## src/rtl/stack_regfile_if.sv

```systemverilog
// Bus bundle for stack_regfile: push/pop commands in, stack view out.
// With STACK_ERR_FLAGS_EN defined it also carries err_overflow, err_underflow and err_clear.
interface stack_regfile_if #(
  parameter int WIDTH = 8,
  parameter int DEPTH = 16
);
  localparam int CW = $clog2(DEPTH) + 1;

  // Command semantics: push and pop are single-cycle requests with no ready
  // return. Every request is consumed at the rising edge where it is high.
  // A push while full or a pop while empty is dropped without changing the
  // stack and is reported only through the error flags when they exist.
  logic             push;
  logic             pop;
  logic [WIDTH-1:0] push_data;
  logic [WIDTH-1:0] tos;
  logic [WIDTH-1:0] nos;
  logic [CW-1:0]    count;
  logic             empty;
  logic             full;
`ifdef STACK_ERR_FLAGS_EN
  logic             err_overflow;
  logic             err_underflow;
  logic             err_clear;
`endif

  modport master (
    output push,
    output pop,
    output push_data,
    input  tos,
    input  nos,
    input  count,
    input  empty,
    input  full
`ifdef STACK_ERR_FLAGS_EN
    ,
    output err_clear,
    input  err_overflow,
    input  err_underflow
`endif
  );

  modport slave (
    input  push,
    input  pop,
    input  push_data,
    output tos,
    output nos,
    output count,
    output empty,
    output full
`ifdef STACK_ERR_FLAGS_EN
    ,
    input  err_clear,
    output err_overflow,
    output err_underflow
`endif
  );
endinterface

```

## src/rtl/stack_regfile.sv

```systemverilog
// Register-file stack with combinational top/next-of-stack reads and push, pop and replace.
// Optional sticky overflow/underflow flags are built when STACK_ERR_FLAGS_EN is defined.
module stack_regfile #(
  parameter int WIDTH = 8,
  parameter int DEPTH = 16
) (
  input logic           clock,
  input logic           reset,
  stack_regfile_if.slave bus
);
  localparam int AW = $clog2(DEPTH);
  localparam int CW = $clog2(DEPTH) + 1;

  if (WIDTH < 1 || WIDTH > 32 || DEPTH < 2 || (DEPTH & (DEPTH - 1)) != 0) begin : g_bad_param
    $error("stack_regfile: WIDTH must be 1..32 and DEPTH a power of two >= 2");
  end

  typedef enum logic [2:0] {
    OP_IDLE,
    OP_PUSH,
    OP_POP,
    OP_REPLACE,
    OP_OVERFLOW,
    OP_UNDERFLOW
  } op_e;

  logic [WIDTH-1:0] mem [DEPTH];
  logic [CW-1:0]    count_q;
  logic             empty_w;
  logic             full_w;
  logic [AW-1:0]    tos_idx;
  logic [AW-1:0]    nos_idx;
  logic [AW-1:0]    wr_idx;
  logic             wr_en;
  op_e              op;

  assign empty_w = (count_q == '0);
  assign full_w  = (count_q == CW'(DEPTH));

  // Indices wrap harmlessly when count is small; the read muxes below mask them.
  assign tos_idx = AW'(count_q - CW'(1));
  assign nos_idx = AW'(count_q - CW'(2));

  always_comb begin
    op = OP_IDLE;
    case ({bus.push, bus.pop})
      2'b10:   op = full_w  ? OP_OVERFLOW  : OP_PUSH;
      2'b01:   op = empty_w ? OP_UNDERFLOW : OP_POP;
      2'b11:   op = empty_w ? OP_UNDERFLOW : OP_REPLACE;
      default: op = OP_IDLE;
    endcase
  end

  always_comb begin
    wr_en  = 1'b0;
    wr_idx = tos_idx;
    if (!reset) begin
      if (op == OP_PUSH) begin
        wr_en  = 1'b1;
        wr_idx = AW'(count_q);
      end else if (op == OP_REPLACE) begin
        wr_en  = 1'b1;
        wr_idx = tos_idx;
      end
    end
  end

  always_ff @(posedge clock) begin
    if (reset) begin
      count_q <= '0;
    end else begin
      case (op)
        OP_PUSH: count_q <= count_q + CW'(1);
        OP_POP:  count_q <= count_q - CW'(1);
        default: count_q <= count_q;
      endcase
    end
  end

  // Storage is deliberately left out of reset; count alone defines validity.
  always_ff @(posedge clock) begin
    if (wr_en) begin
      mem[wr_idx] <= bus.push_data;
    end
  end

  assign bus.tos   = empty_w ? '0 : mem[tos_idx];
  assign bus.nos   = (count_q >= CW'(2)) ? mem[nos_idx] : '0;
  assign bus.count = count_q;
  assign bus.empty = empty_w;
  assign bus.full  = full_w;

`ifdef STACK_ERR_FLAGS_EN
  logic err_overflow_q;
  logic err_underflow_q;

  // An event in the same cycle as err_clear wins, so the flag stays set.
  always_ff @(posedge clock) begin
    if (reset) begin
      err_overflow_q  <= 1'b0;
      err_underflow_q <= 1'b0;
    end else begin
      if (op == OP_OVERFLOW) begin
        err_overflow_q <= 1'b1;
      end else if (bus.err_clear) begin
        err_overflow_q <= 1'b0;
      end
      if (op == OP_UNDERFLOW) begin
        err_underflow_q <= 1'b1;
      end else if (bus.err_clear) begin
        err_underflow_q <= 1'b0;
      end
    end
  end

  assign bus.err_overflow  = err_overflow_q;
  assign bus.err_underflow = err_underflow_q;
`endif
endmodule

```

## src/flat_wrapper.sv

```systemverilog
// flat-port wrapper written by rule: the top's interface ports become plain ports
module stack_regfile_flat 
#(
  parameter int WIDTH = 8,
  parameter int DEPTH = 16
)
  (clock, reset, bus_push, bus_pop, bus_push_data, bus_tos, bus_nos, bus_count, bus_empty, bus_full);
  stack_regfile_if #(.WIDTH(WIDTH), .DEPTH(DEPTH)) bus_i ();
  input logic clock;
  input logic reset;
  input wire logic [$bits(bus_i.push)-1:0] bus_push;
  input wire logic [$bits(bus_i.pop)-1:0] bus_pop;
  input wire logic [$bits(bus_i.push_data)-1:0] bus_push_data;
  output wire logic [$bits(bus_i.tos)-1:0] bus_tos;
  output wire logic [$bits(bus_i.nos)-1:0] bus_nos;
  output wire logic [$bits(bus_i.count)-1:0] bus_count;
  output wire logic [$bits(bus_i.empty)-1:0] bus_empty;
  output wire logic [$bits(bus_i.full)-1:0] bus_full;
  assign bus_i.push = bus_push;
  assign bus_i.pop = bus_pop;
  assign bus_i.push_data = bus_push_data;
  assign bus_tos = bus_i.tos;
  assign bus_nos = bus_i.nos;
  assign bus_count = bus_i.count;
  assign bus_empty = bus_i.empty;
  assign bus_full = bus_i.full;
  stack_regfile #(.WIDTH(WIDTH), .DEPTH(DEPTH)) u_core (.clock(clock), .reset(reset), .bus(bus_i));
endmodule
```

## config.mk

```make
export PLATFORM = sky130hd
export DESIGN_NAME = stack_regfile_flat
export DESIGN_NICKNAME = d
export VERILOG_FILES = /design/src/rtl/stack_regfile_if.sv /design/src/rtl/stack_regfile.sv /design/src/flat_wrapper.sv
export SDC_FILE = /design/constraint.sdc
export NUM_CORES = 1
export LEC_CHECK = 0
export BUFFER_PORTS_ARGS = -buffer_cell sky130_fd_sc_hd__clkbuf_2
export CORE_MARGIN = 1
export CORE_UTILIZATION = 39
export CTS_CLUSTER_SIZE = 20
export DETAILED_ROUTE_END_ITERATION = 7
export MAX_ROUTING_LAYER = met4
export PLACE_DENSITY = 0.63
export RECOVER_POWER = 50
export SYNTH_ARGS = -nofsm -noshare
export SYNTH_HDL_FRONTEND = slang
export SYNTH_SLANG_ARGS = --single-unit
```

## constraint.sdc

```tcl
create_clock -name clock -period 4.22 [get_ports clock]
set_clock_uncertainty 0.05 [all_clocks]
set_input_delay 0.844 -clock clock [delete_from_list [all_inputs] [get_ports clock]]
set_output_delay 0.844 -clock clock [all_outputs]
set_load 0.02 [all_outputs]
```

Word-level counts from Yosys, hierarchy flattened
Memory sizes are Yosys's and may differ from the RTL's.
Cells that the tools add are included.
{ "word_totals": {"elab_cells": 29, "ramBits": 128, "inputBits": 12, "n_memories": 1, "regBits": 5} }
{ "mem_list": {"columns": ["memory", "words", "width", "read_ports", "rd_ports_with_merged_regs", "wr", "line_no", "rtl"], "rows": [
  ["u_core.mem", 16, 8, 2, 0, 1, "stack_regfile.sv:27", "logic [WIDTH-1:0] mem [DEPTH];"]
]} }
{ "op_classes": {"magnitude_cmp": 1, "add_sub_neg": 3, "muxes": 14, "n_eq_ne": 7, "n_reduce_logical": 2} }
{ "op_table": {"columns": ["operator", "count"], "rows": [
  ["$mux W8", 2],
  ["$pmux W5 S2", 1],
  ["$mux W3", 3],
  ["$pmux W3 S3", 1],
  ["$mux W4", 2],
  ["$eq A3 B2 Y1 const B", 2],
  ["$add A5 B1 Y5 const B", 1],
  ["$eq A5 B5 Y1 const B", 1],
  ["$ge A5 B2 Y1 const B", 1],
  ["$logic_not A5 Y1", 1],
  ["$mux W1", 5],
  ["$sub A5 B1 Y5 const B", 1],
  ["$eq A2 B2 Y1 const B", 2],
  ["$sub A4 B2 Y4 const B", 1],
  ["$eq A3 B1 Y1 const B", 1],
  ["$eq A2 B1 Y1 const B", 1],
  ["$reduce_bool A2 Y1", 1]
]} }

Depth between registers and ports, before layout
{ "logic_depth": {"depth_word": 9, "ltp_mapped": 10, "depth_no_buf": 7} }

Least setup slack after synthesis
No wires, ideal clock.
{ "synth_path": {"path_kind": "flip-flop to flip-flop", "start": "register u_core.count_q[0] (netlist: u_core.bus.count[0])", "end": "memory u_core.mem[0][0], enable pin", "slack_ps": 649, "setup_time_ps": 398, "stages_incl_launch_ff": 11, "required_ps": 3772, "period_less_slack_ps": 3571, "arrival_time_ps": 3123, "cell_sequence": "dfxtp_1 -> buf_2 -> buf_2 -> inv_1 -> ha_1 -> buf_2 -> buf_1 -> nand2_1 -> a21oi_1 -> nor2_1 -> nor4b_1"} }
{ "synth_via": {"elab_chain_cells": 9} }
{ "synth_rtl": {"columns": ["item", "line_no", "rtl"], "rows": [
  ["start, declared", "stack_regfile.sv:28", "logic [CW-1:0] count_q;"],
  ["start signal, assigned", "stack_regfile.sv:73", "OP_PUSH: count_q <= count_q + CW'(1);"],
  ["start signal, assigned", "stack_regfile.sv:74", "OP_POP: count_q <= count_q - CW'(1);"],
  ["start signal, assigned", "stack_regfile.sv:75", "default: count_q <= count_q;"],
  ["$eq A5 B5 Y1 / $logic_not A5 Y1 (equally long branches)", "stack_regfile.sv:38, stack_regfile.sv:37", null],
  ["$mux W3, on equally long branches", "stack_regfile.sv:47, stack_regfile.sv:48, stack_regfile.sv:49", null],
  ["$pmux W3 S3", "stack_regfile.sv:46", "case ({bus.push, bus.pop})"],
  ["$eq A3 B2 Y1", "stack_regfile.sv:61", "end else if (op == OP_REPLACE) begin"],
  ["$mux W1", "stack_regfile.sv:61", null],
  ["$mux W1", "stack_regfile.sv:58", "if (op == OP_PUSH) begin"],
  ["$mux W1", "stack_regfile.sv:57", "if (!reset) begin"],
  ["$mux W1", "stack_regfile.sv:82", "if (wr_en) begin"],
  ["$mux W1 (implied by the code)", "stack_regfile.sv:83", "mem[wr_idx] <= bus.push_data;"],
  ["end, declared", "stack_regfile.sv:27", null]
]} }
Parallel ways exist; a longest one is shown, timed or not.

Worst setup path in the final report
{ "layout_path": {"start": "register u_core.count_q[1] (netlist: u_core.bus.count[1])", "end": "output port bus_tos[0]"} }
{ "layout_via": {"elab_chain_cells": 3} }
{ "layout_rtl": {"columns": ["item", "line_no", "rtl"], "rows": [
  ["$sub A5 B1 Y5", "stack_regfile.sv:41", "assign tos_idx = AW'(count_q - CW'(1));"],
  ["$mem_v2 Z16 W8", null, null],
  ["$mux W8 (*)", "stack_regfile.sv:87", "assign bus.tos = empty_w ? '0 : mem[tos_idx];"],
  ["end, declared", "flat_wrapper.sv:14", "output wire logic [$bits(bus_i.tos)-1:0] bus_tos;"]
]} }
Mark *: on every way between the ends. The rest lies on a longest branch, timed or not.

==> out/metrics.cfg <==
[setup_path]
cp_top_family = compound AO/OA/AOI/OAI gates
r2r_end = u_core.mem[15][3]
cp_data_arrival_time_ns = 3.15
path_buf_inv = 3
required_ns = 3.33
r2r-start = u_core.bus.count[1]
worst-r2r-setup-slack_ns = 0.80
path_class = flop to primary output
end_kind = primary output
max_stage_delay_ns = 0.84
worstRegToRegCells = 9
critPathMaxFanout = 20
startpoint_type = flop
critPathSlowestCell = a21oi_1
cp_cell_sequence = buf_4 -> inv_1 -> ha_1 -> nor3b_1 -> nor3_1 -> a21oi_1 -> o22ai_1 -> clkbuf_2

[final_layout]
areaGrowthSynthToFinish_pct = 17.2
nets = 446
drive_gt1_share_pct = 35.5
finalInstanceArea_mm2 = 0.00780
postLayoutCoreUtil_pct = 46.9
n_antenna_cell = 0

[routing]
wl_met2_um = 7940
vias = 4034
routed_wl_um = 16600
route.met3.wl_um = 1150
drt-met1-wl_um = 7020
via_per_inst = 6.12
wl_per_cell_um = 25.1
drc = 0
highest_layer = met4
drtIter0Drc = 397
ant_nets = 0
drtPass1Iterations = 5

[floorplan]
die_h_um = 133
start_util_pct = 40.0
pin_count = 35
std_cell_rows = 47
die_x_um = 133
core_mm2 = 0.0166
dieArea_mm2 = 0.0176

[clock_tree]
cts_hold_buf = 0
clock_sinks = 133
cts_resized = 0
cts_tree = done
insertion_delay_ns = 0.42
clk_pin_slew_worst_paths_ns = 0.06
htreeDepth = 4
cts_max_path_buffers = 2
cts_buffers = 17
root_buffer = clkbuf_16
postCtsSetupBuffers = 0

[placement]
globalplace.congestion = 0.829
hpwlAfterDp_um = 11000
postPlaceCellArea_mm2 = 0.00721
numPortBuffers = 34

[timing]
hold_viol_final = 0
layout_min_cycle_time_ns = 4.05
finalSetupViolations = 0
maxSlewHeadroom_pct = 26.8
rsz0062_at_grt = false
fmax_ghz = 0.247
maxSlewViolCount = 0
tightest_slew_ns = 1.10
period_share_pct = 95.9
fin_setup_tns_ns = 0

[synth]
seq_area_frac_synth_pct = 59.2
synthesis.area_mm2 = 0.00666
syn-num-nets = 393
avgSynthCellArea_um2 = 17.8
ys_ff_latch = 133
ys.warnings.count = 0
synth_edf_count = 128
netlist_instances = 374
synthArstFlopShare_pct = 0
synthFlopType = edfxtp_1
synth_cell_types = 50

[power_and_ir_drop]
p_sw_w = 0.00162
power.density_mw_per_mm2 = 619
intPower_w = 0.00321
swShare_pct = 33.6
pwr-share-comb_pct = 35.9
p_clk_share_pct = 32.2
ir_drop_uv = 436
p_leak_nw = 2.50
pwr-share-seq_pct = 31.9

[grt]
grt_pass1_wl_um = 25200
grt_usage_pct = 20.9
antenna_found_initial = 0
gr-total-overflow = 0
grt_pass1_vias = 4096
grt_max_degree = 41

[hold_path]
worstHoldEndpoint = u_core.bus.count[2]
whs_path_depth = 2
hp-class = flop to flop
worstHoldStart = u_core.bus.count[2]

[run_status]
status = finished, final reports clean

[job]
maxCapViolCount = 0

==> power by group through the flow <==
stage	clock network, W	logic [W]	registers (W)
floorplan	0	0.00126	0.00155
global placement	0	0.00174	0.00156
detailed placement	0	0.00175	0.00157
CTS	0.00158	0.00175	0.00154
global route	0.00164	0.00185	0.00155
finish	0.00156	0.00173	0.00154
==> layout make-up <==
type	instances	area, um^2
timing repair buffer	62	364
clock inverter	14	198
tap	220	275
fill	1370	8840
multi-input combinational	208	2570
inverter	5	18.8
clock buffer	17	425
sequential	133	3950
==> worst max-delay path by stage <==
stage / from / to / slack [ns] / depth (start not counted)
global route: u_core.bus.count[1] / bus_tos[7] / 0.03 / 9
CTS: u_core.bus.count[2] / bus_tos[7] / 0.16 / 8
global placement: u_core.bus.count[2] / bus_tos[7] / 0.69 / 8
finish: u_core.bus.count[1] / bus_tos[0] / 0.17 / 8
floorplan: u_core.bus.count[0] / u_core.mem[0][0] / 0.65 / 10
detailed placement: u_core.bus.count[2] / bus_tos[7] / 0.63 / 8
==> metal layers <==
metal	vias up	track usage, %
met5	-	-
met4	0	8.94
met3	28	5.21
met2	167	31.3
met1	2138	27.0
li1	1701	-
==> stage by stage <==
| step | instances | setup WS [ns] | hold slack [ns] | total power (W) |
|---|---|---|---|---|
| finish | 659 | 0.171 | 0.641 | 0.00483 |
| global route | 659 | 0.0335 | 0.674 | 0.00504 |
| CTS | 659 | 0.163 | 0.645 | 0.00487 |
| detailed placement | 628 | 0.625 | 0.628 | 0.00332 |
| global placement | 628 | 0.688 | 0.605 | 0.00330 |
| floorplan | 374 | 0.649 | 0.648 | 0.00281 |
==> worst reg2reg max path, stage by stage (launching register included) <==
cell       delay [ns]
dfxtp_1          0.30
buf_4            0.28
inv_1            0.21
ha_1             0.29
nand4bb_1        0.37
inv_1            0.24
nor4_1           0.40
o22ai_1          0.19
nor2_1           0.52
buf_4            0.29
==> cells by family (layout without fill, tap and decap cells) <==
logic type	Yosys count	in the layout	share of synthesized area, %
AO/OA/AOI/OAI	42	42	4.70
adder cells (fa/ha/maj)	7	7	1.32
flip-flops	133	133	59.2
buffers and inverters	33	98	2.26
multiplexers	97	97	26.7
XOR/XNOR	3	3	0.508
AND/OR/NAND/NOR	59	59	5.30
==> flip-flops by register name, summed over array words and instances, names as in the netlist <==
signal,count
u_core.mem,128
u_core.bus.count,5
==> layout by cell type, fill, tap and decap left out, drive strengths merged, types with 5 or more instances in the layout <==
cell	Yosys	layout
inv	5	10
mux4	64	64
a21oi	5	5
nand3	5	5
o22ai	20	20
nor2b	5	5
dfxtp	5	5
edfxtp	128	128
mux2i	32	32
ha	7	7
clkbuf	12	52
nor3	10	10
nand2	5	5
nor2	11	11
buf	16	27
==> synth_stat cells (all sizes together) (2+ instances only) <==
library cell,number,area share [%]
ha,7,1.3
dfxtp,5,1.5
a311oi,2,0.26
nand3,5,0.38
a211oi,2,0.23
o211a,2,0.30
o21ai,3,0.23
nor2b,5,0.47
xnor2,2,0.38
nor4b,4,0.53
buf,16,1.3
and3,3,0.36
nor4,4,0.38
inv,5,0.28
nand2,5,0.28
or2,2,0.23
mux4,64,22
mux2i,32,4.8
nor3b,3,0.34
clkbuf,12,0.70
o22ai,20,1.9
a21oi,5,0.38
nor3,10,0.75
nor2,11,0.62
edfxtp,128,58
(Power assumes the default switching activity.)
